[src/rtl/z_seq_sub_unit.sv]
`default_nettype none
// ============================================================================
// Module      : z_seq_sub_unit
// Description : Multi-cycle N-bit subtractor (diff = a - b - b_in), M bits per
//               clock, LSB chunk first, borrow carried in a register.
// Revision    : 1.0 - initial release
// ============================================================================
module z_seq_sub_unit #(
    parameter int N = 16,
    parameter int M = 4
) (
    input  logic         clk,
    input  logic         rst,
    input  logic         start,
    input  logic [N-1:0] a,
    input  logic [N-1:0] b,
    input  logic         b_in,
    output logic         ready,
    output logic         busy,
    output logic         done,
    output logic [N-1:0] diff,
    output logic         b_out,
    output logic         ovf,
    output logic         zero
);

    // N must be a multiple of M with at least two chunks.
    localparam int CHUNKS = N / M;
    localparam int IDX_W  = $clog2(CHUNKS);

    localparam logic [1:0] S_IDLE = 2'd0;
    localparam logic [1:0] S_RUN  = 2'd1;
    localparam logic [1:0] S_DONE = 2'd2;

    localparam logic [IDX_W-1:0] C_LAST_IDX = IDX_W'(CHUNKS - 1);

    logic [1:0]       r_state;
    logic [IDX_W-1:0] r_idx;
    logic             r_borrow;
    logic [N-1:0]     r_a;
    logic [N-1:0]     r_b;
    logic [N-1:0]     r_diff;
    logic             r_b_out;
    logic             r_ovf;
    logic             r_zero;

    logic [M-1:0]     w_a_chunk;
    logic [M-1:0]     w_b_chunk;
    logic [M:0]       w_sum;
    logic [N-1:0]     w_diff_next;
    logic             w_last;

    // Subtraction done as an add of ~b with carry-in = ~borrow.
    always_comb begin
        w_a_chunk   = r_a[r_idx*M +: M];
        w_b_chunk   = r_b[r_idx*M +: M];
        w_sum       = {1'b0, w_a_chunk} + {1'b0, ~w_b_chunk} + {{M{1'b0}}, ~r_borrow};
        w_diff_next = r_diff;
        w_diff_next[r_idx*M +: M] = w_sum[M-1:0];
        w_last      = (r_idx == C_LAST_IDX);
    end

    always_ff @(posedge clk) begin
        if (rst) begin
            r_state  <= S_IDLE;
            r_idx    <= '0;
            r_borrow <= 1'b0;
            r_a      <= '0;
            r_b      <= '0;
            r_diff   <= '0;
            r_b_out  <= 1'b0;
            r_ovf    <= 1'b0;
            r_zero   <= 1'b0;
        end else begin
            case (r_state)
                S_IDLE: begin
                    if (start) begin
                        r_state  <= S_RUN;
                        r_a      <= a;
                        r_b      <= b;
                        r_borrow <= b_in;
                        r_idx    <= '0;
                        r_diff   <= '0;
                        r_b_out  <= 1'b0;
                        r_ovf    <= 1'b0;
                        r_zero   <= 1'b0;
                    end
                end
                S_RUN: begin
                    r_diff   <= w_diff_next;
                    r_borrow <= ~w_sum[M];
                    r_idx    <= r_idx + IDX_W'(1);
                    if (w_last) begin
                        r_state <= S_DONE;
                        r_b_out <= ~w_sum[M];
                        r_ovf   <= (r_a[N-1] != r_b[N-1]) && (w_diff_next[N-1] != r_a[N-1]);
                        r_zero  <= (w_diff_next == '0);
                    end
                end
                S_DONE: begin
                    r_state <= S_IDLE;
                end
                default: begin
                    r_state <= S_IDLE;
                end
            endcase
        end
    end

    assign ready = (r_state == S_IDLE);
    assign busy  = (r_state == S_RUN);
    assign done  = (r_state == S_DONE);
    assign diff  = r_diff;
    assign b_out = r_b_out;
    assign ovf   = r_ovf;
    assign zero  = r_zero;

endmodule
`default_nettype wire

[config.mk]
export PLATFORM = sky130hd
export DESIGN_NAME = z_seq_sub_unit
export DESIGN_NICKNAME = d
export VERILOG_FILES = /design/src/rtl/z_seq_sub_unit.sv
export SDC_FILE = /design/constraint.sdc
export NUM_CORES = 1
export LEC_CHECK = 0
export CAP_MARGIN = 25
export CORE_UTILIZATION = 40
export CTS_CLUSTER_DIAMETER = 60
export DETAILED_ROUTE_END_ITERATION = 10
export PLACE_DENSITY = 0.67
export SYNTH_ARGS = -nofsm -noshare
export SYNTH_HDL_FRONTEND = slang
export SYNTH_SLANG_ARGS = --single-unit
[constraint.sdc]
create_clock -name clk -period 3.25 [get_ports clk]
set_input_delay 0.8125 -clock clk [delete_from_list [all_inputs] [get_ports clk]]
set_output_delay 0.8125 -clock clk [all_outputs]
set_load 0.01 [all_outputs]
[Word level (Yosys, flattened, before mapping)]
Cells that the tools add are included.
Operators by class
  $add $sub $neg: 4
  eq/ne operators: 7
  shifts and indexed selects: 4
  muxes and demuxes: 17
  bitwise operators: 3
  reduce and logical (&&, ||, !) cells: 8
Operators with widths (number)
  $neg A4 Y34: 1
  $shift A4 B34 Y16 const A: 1
  $shiftx A4 B34 Y16: 1
  $pmux W16 S2: 1
  $shiftx A16 B5 Y4: 2
  $bwmux W16: 1
  $logic_not A16 Y1: 1
  $mux W16: 1
  $pmux W1 S2: 4
  $pmux W2 S2: 2
  $mux W2: 3
  $reduce_and A2 Y1: 3
  $add A4 B4 Y5: 1
  $add A5 B1 Y5: 1
  $mux W1: 5
  $eq A2 B2 Y1 const B: 2
  $not A4 Y4: 1
  $reduce_and A3 Y1: 1
  $add A2 B1 Y2 const B: 1
  $eq A2 B1 Y1 const B: 1
  $logic_not A2 Y1: 1
  $ne A1 B1 Y1: 2
  $ne A2 B1 Y1 const B: 1
  $ne A2 B2 Y1 const B: 1
  other kinds (3): 4
Storage, ports and cells
  flip-flop bits (word level): 56
  input port bits: 36
  output and inout bits: 22
  logic and storage cells: 52

[Longest topological paths before layout]
  word-level depth: 10
  mapped depth: 10
  depth with buffers taken out: 9

[Worst setup path before layout]
No wires, ideal clock.
  path type: register -> register
  start point: reg r_idx[0]
  end point: reg r_zero, in the netlist zero
  setup time: 0.069 ns
  arrival: 2.819 ns
  setup slack: 0.363 ns
  stages on the path, launching flop included: 10
  path buffers: 1
  period minus slack after synthesis: 2.887 ns
  cells stage by stage: dfxtp_1 -> buf_2 -> mux4_2 -> fa_1 -> inv_1 -> fa_1 -> nand2b_1 -> a211oi_1 -> nand4_1 -> o21ai_1
Between the ends
  word-level cells in the longest chain between the ends: 9
  elaborated cells between the ends (all ways): 15
Ends and longest elaborated chain
  start, declared: RTL line 38  | logic [IDX_W-1:0] r_idx;
  start signal, assigned: RTL line 92  | r_idx <= r_idx + IDX_W'(1);
  $shiftx A16 B5 Y4: RTL line 56  | w_b_chunk = r_b[r_idx*M +: M];
  $not A4 Y4: RTL line 57  | w_sum = {1'b0, w_a_chunk} + {1'b0, ~w_b_chunk} + {{M{1'b0}}, ~r_borrow};
  $add A4 B4 Y5: RTL line 57
  $add A5 B1 Y5: RTL line 57
  $shiftx A4 B34 Y16: RTL line 59  | w_diff_next[r_idx*M +: M] = w_sum[M-1:0];
  $bwmux W16: RTL line 59
  $logic_not A16 Y1: RTL line 97  | r_zero <= (w_diff_next == '0);
  $mux W1: RTL line 93  | if (w_last) begin
  $pmux W1 S2: RTL line 75  | case (r_state)
  end signal, assigned: RTL line 97
  end, declared: RTL line 45  | logic r_zero;
Several ways; a longest one is shown, not always the timed one. The select of a mux whose other input is x is not followed.
A chain may end at the register's enable or synchronous reset.

[Worst setup path after layout]
  start point: reg r_state[0]
  end point: out busy
Between the ends
  word-level cells in the longest chain between the ends: 1
Ends and longest elaborated chain
  start, declared: RTL line 37  | logic [1:0] r_state;
  start signal, assigned: RTL line 65  | r_state <= S_IDLE;
  start signal, assigned: RTL line 78  | r_state <= S_RUN;
  start signal, assigned: RTL line 94  | r_state <= S_DONE;
  $eq A2 B1 Y1: RTL line 111  | assign busy = (r_state == S_RUN);
  end, declared: RTL line 19  | output logic busy,
No other way between the ends.

==> impl_metrics.py <==
metrics = {
    "run_status": {
        "status": "complete, no violations",
    },
    "power": {
        "p_leak_nw": 1.22,
        "p_seq_share_pct": 51.1,
        "vdd_drop_max_mv": 0.274,
        "power_density_nw_per_um2": 431,
        "p_clk_share_pct": 26.8,
        "intPower_w": 0.00102,
        "switchingPower_w": 0.000426,
        "p_sw_share_pct": 29.4,
        "p_comb_share_pct": 22.1,
    },
    "floorplanning": {
        "die_w_um": 82.9,
        "io_pins": 58,
        "rows": 29,
        "dieArea_um2": 6870,
        "die-height_um": 82.9,
        "core_um2": 6350,
        "start_util_pct": 41.2,
    },
    "drt": {
        "via_per_inst": 5.34,
        "postRouteAntennaNets": 0,
        "dr.pass1.iters": 4,
        "initialDrtViolationCount": 180,
        "drt_wl_total_um": 6360,
        "vias": 2314,
        "wl_per_cell_um": 14.7,
        "drc_errors": 0,
    },
    "clock_tree": {
        "h-tree-depth": 2,
        "clockRootBuffer": "clkbuf_8",
        "cts_hold_buf": 0,
        "clk_latency_ps": 310,
        "clk_pin_slew_ps": 100,
        "cts_buffers": 5,
        "clockBufferDepth": 2,
        "cts_resized": 0,
        "cts_setup_buffers": 0,
        "cts_sinks": 56,
        "cts_tree": "done",
    },
    "global_routing": {
        "grt_pass1_vias": 2256,
        "gr-usage-all-layers_pct": 19.2,
        "grt_pass1_wl_um": 10800,
        "grt_max_degree": 55,
        "gr-total-overflow": 0,
        "antenna_found_initial": 0,
    },
    "setup_path": {
        "crit_type": "reg2out",
        "worstPathRequired_ps": 2440,
        "worstSetupStartpoint": "r_state[0]",
        "cp_max_fo": 17,
        "end_kind": "output port",
        "reg2reg_from": "r_idx[0]",
        "cp.arrival_ps": 2040,
        "startpoint_type": "flip-flop",
    },
    "final_layout": {
        "finish.utilization_pct": 52.9,
        "finalNetCount": 402,
        "most-common-layout-cells": "nand2_1, dfxtp_1, clkdlybuf4s50_1",
        "final_common_cell": "nand2_1",
        "antennaDiodeCount": 0,
        "areaGrowthSynthToFinish_pct": 28.3,
        "layout.cells.non_filler": 433,
        "drive_gt1_share_pct": 9.55,
    },
    "timing": {
        "fin_setup_tns_ps": 0,
        "rsz0062_at_grt": "false",
        "fin_skew_ps": 3.28,
        "slew_headroom_pct": 50.7,
        "period_needed_ps": 2850,
        "slew_viol_final": 0,
        "hold_slack_ps": 459,
        "timing.final.hold_violations": 0,
        "clock.fmax_mhz": 350,
        "tightest_slew_ps": 734,
        "setup_viol": 0,
        "fin_crit_sh_pct": 87.8,
    },
    "synth": {
        "synth_cell_types": 45,
        "synth_cells": 302,
        "synth.avg_cell_area_um2": 8.67,
        "synth_edf_count": 0,
        "synth_warnings": 0,
        "syn-num-nets": 349,
        "syn_area_um2": 2620,
        "synth_flop_cell": "dfxtp_1",
        "async_flop_share_pct": 0,
        "seq_area_frac_synth_pct": 42.8,
        "ys_ff_latch": 56,
    },
    "min_path": {
        "hold_start": "r_b[9]",
        "hp-class": "reg2reg",
    },
    "placement": {
        "hpwl_um": 4610,
        "dp_cells": 425,
        "io_buffers": 57,
        "gp_congestion": 0.929,
    },
    "flow_run": {
        "cap_violations": 0,
    },
}
==> Yosys cell counts (2+ instances only) <==
| cell | instances | area [µm²] |
|---|---|---|
| a22oi_1 | 6 | 45.0 |
| nor4b_1 | 2 | 17.5 |
| and4bb_2 | 2 | 25.0 |
| ha_1 | 9 | 113 |
| fa_1 | 2 | 40.0 |
| nor2b_1 | 5 | 31.3 |
| nand2b_1 | 2 | 12.5 |
| nor3_1 | 2 | 10.0 |
| nand2_1 | 73 | 274 |
| mux4_2 | 8 | 180 |
| a21oi_1 | 40 | 200 |
| xor2_1 | 2 | 17.5 |
| o21ai_1 | 2 | 10.0 |
| nand3b_1 | 2 | 15.0 |
| inv_1 | 7 | 26.3 |
| buf_1 | 2 | 7.51 |
| a211oi_1 | 2 | 15.0 |
| nor2_1 | 26 | 97.6 |
| nor4_1 | 3 | 18.8 |
| a32oi_1 | 8 | 70.1 |
| nand3_1 | 2 | 10.0 |
| clkbuf_1 | 13 | 48.8 |
| dfxtp_1 | 56 | 1120 |
| buf_2 | 3 | 15.0 |
| o21ai_0 | 3 | 15.0 |
==> stage by stage <==
step | setup slack (ps) | area, µm² | power, W
2_1_floorplan | 363 | 2620 | 0.000958
3_3_place_gp | 561 | 3270 | 0.00107
3_5_place_dp | 464 | 3270 | 0.00107
4_1_cts | 391 | 3360 | 0.00145
5_1_grt | 180 | 3360 | 0.00152
6_report | 395 | 3360 | 0.00145
==> worst max-delay path: stages (launching register included) <==
cell	delay (ps)
dfxtp_1	450
nand2b_1	320
inv_2	360
clkdlybuf4s50_1	600
==> power by group through the flow <==
| stage | clock network [W] | logic (W) | registers (W) |
|---|---|---|---|
| 2_1_floorplan | 0 | 0.000208 | 0.000750 |
| 3_3_place_gp | 0 | 0.000314 | 0.000755 |
| 3_5_place_dp | 0 | 0.000317 | 0.000756 |
| 4_1_cts | 0.000395 | 0.000319 | 0.000740 |
| 5_1_grt | 0.000425 | 0.000349 | 0.000745 |
| 6_report | 0.000388 | 0.000321 | 0.000740 |
==> flip-flops by register name, indices dropped and copies added, names as in the netlist <==
register / count
ovf: 1
r_state: 2
r_borrow: 1
zero: 1
r_b: 16
b_out: 1
diff: 16
r_a: 16
r_idx: 2
==> cell type report <==
| class | count | area (µm²) |
|---|---|---|
| Sequential cell | 56 | 1120 |
| Timing Repair Buffer | 64 | 618 |
| Multi-Input combinational cell | 220 | 1400 |
| Clock inverter | 3 | 23.8 |
| Clock buffer | 5 | 68.8 |
| Tap cell | 77 | 96.3 |
| Fill cell | 589 | 2990 |
| Inverter | 8 | 30.0 |
==> kinds of logic (layout without fill, tap and decap cells) <==
family	Yosys count	count (layout)	synth area share, %
AO/OA/AOI/OAI	70	70	16.7
XOR/XNOR	2	2	0.669
adder cells (fa/ha/maj)	11	11	5.83
buffers and inverters	26	80	3.87
flip-flops	56	56	42.8
multiplexers	9	9	7.26
AND/OR/NAND/NOR	128	128	22.8
==> worst paths after layout <==
| check | to | slack (ps) | depth (start not counted) |
|---|---|---|---|
| worst max-delay path | busy | 400 | 3 |
| worst max register to register | zero | 400 | 10 |
| worst min register to register | r_b[9] | 460 | 2 |
| worst min-delay path | r_b[9] | 460 | 2 |
==> layer usage <==
metal  global-route usage, %  share of wire (%)
met5                       0                  0
met4                    4.70                1.4
met3                    3.58                4.2
met1                    25.6                 48
met2                    32.2                 47
Note: power is estimated with default switching activity, not from simulation.
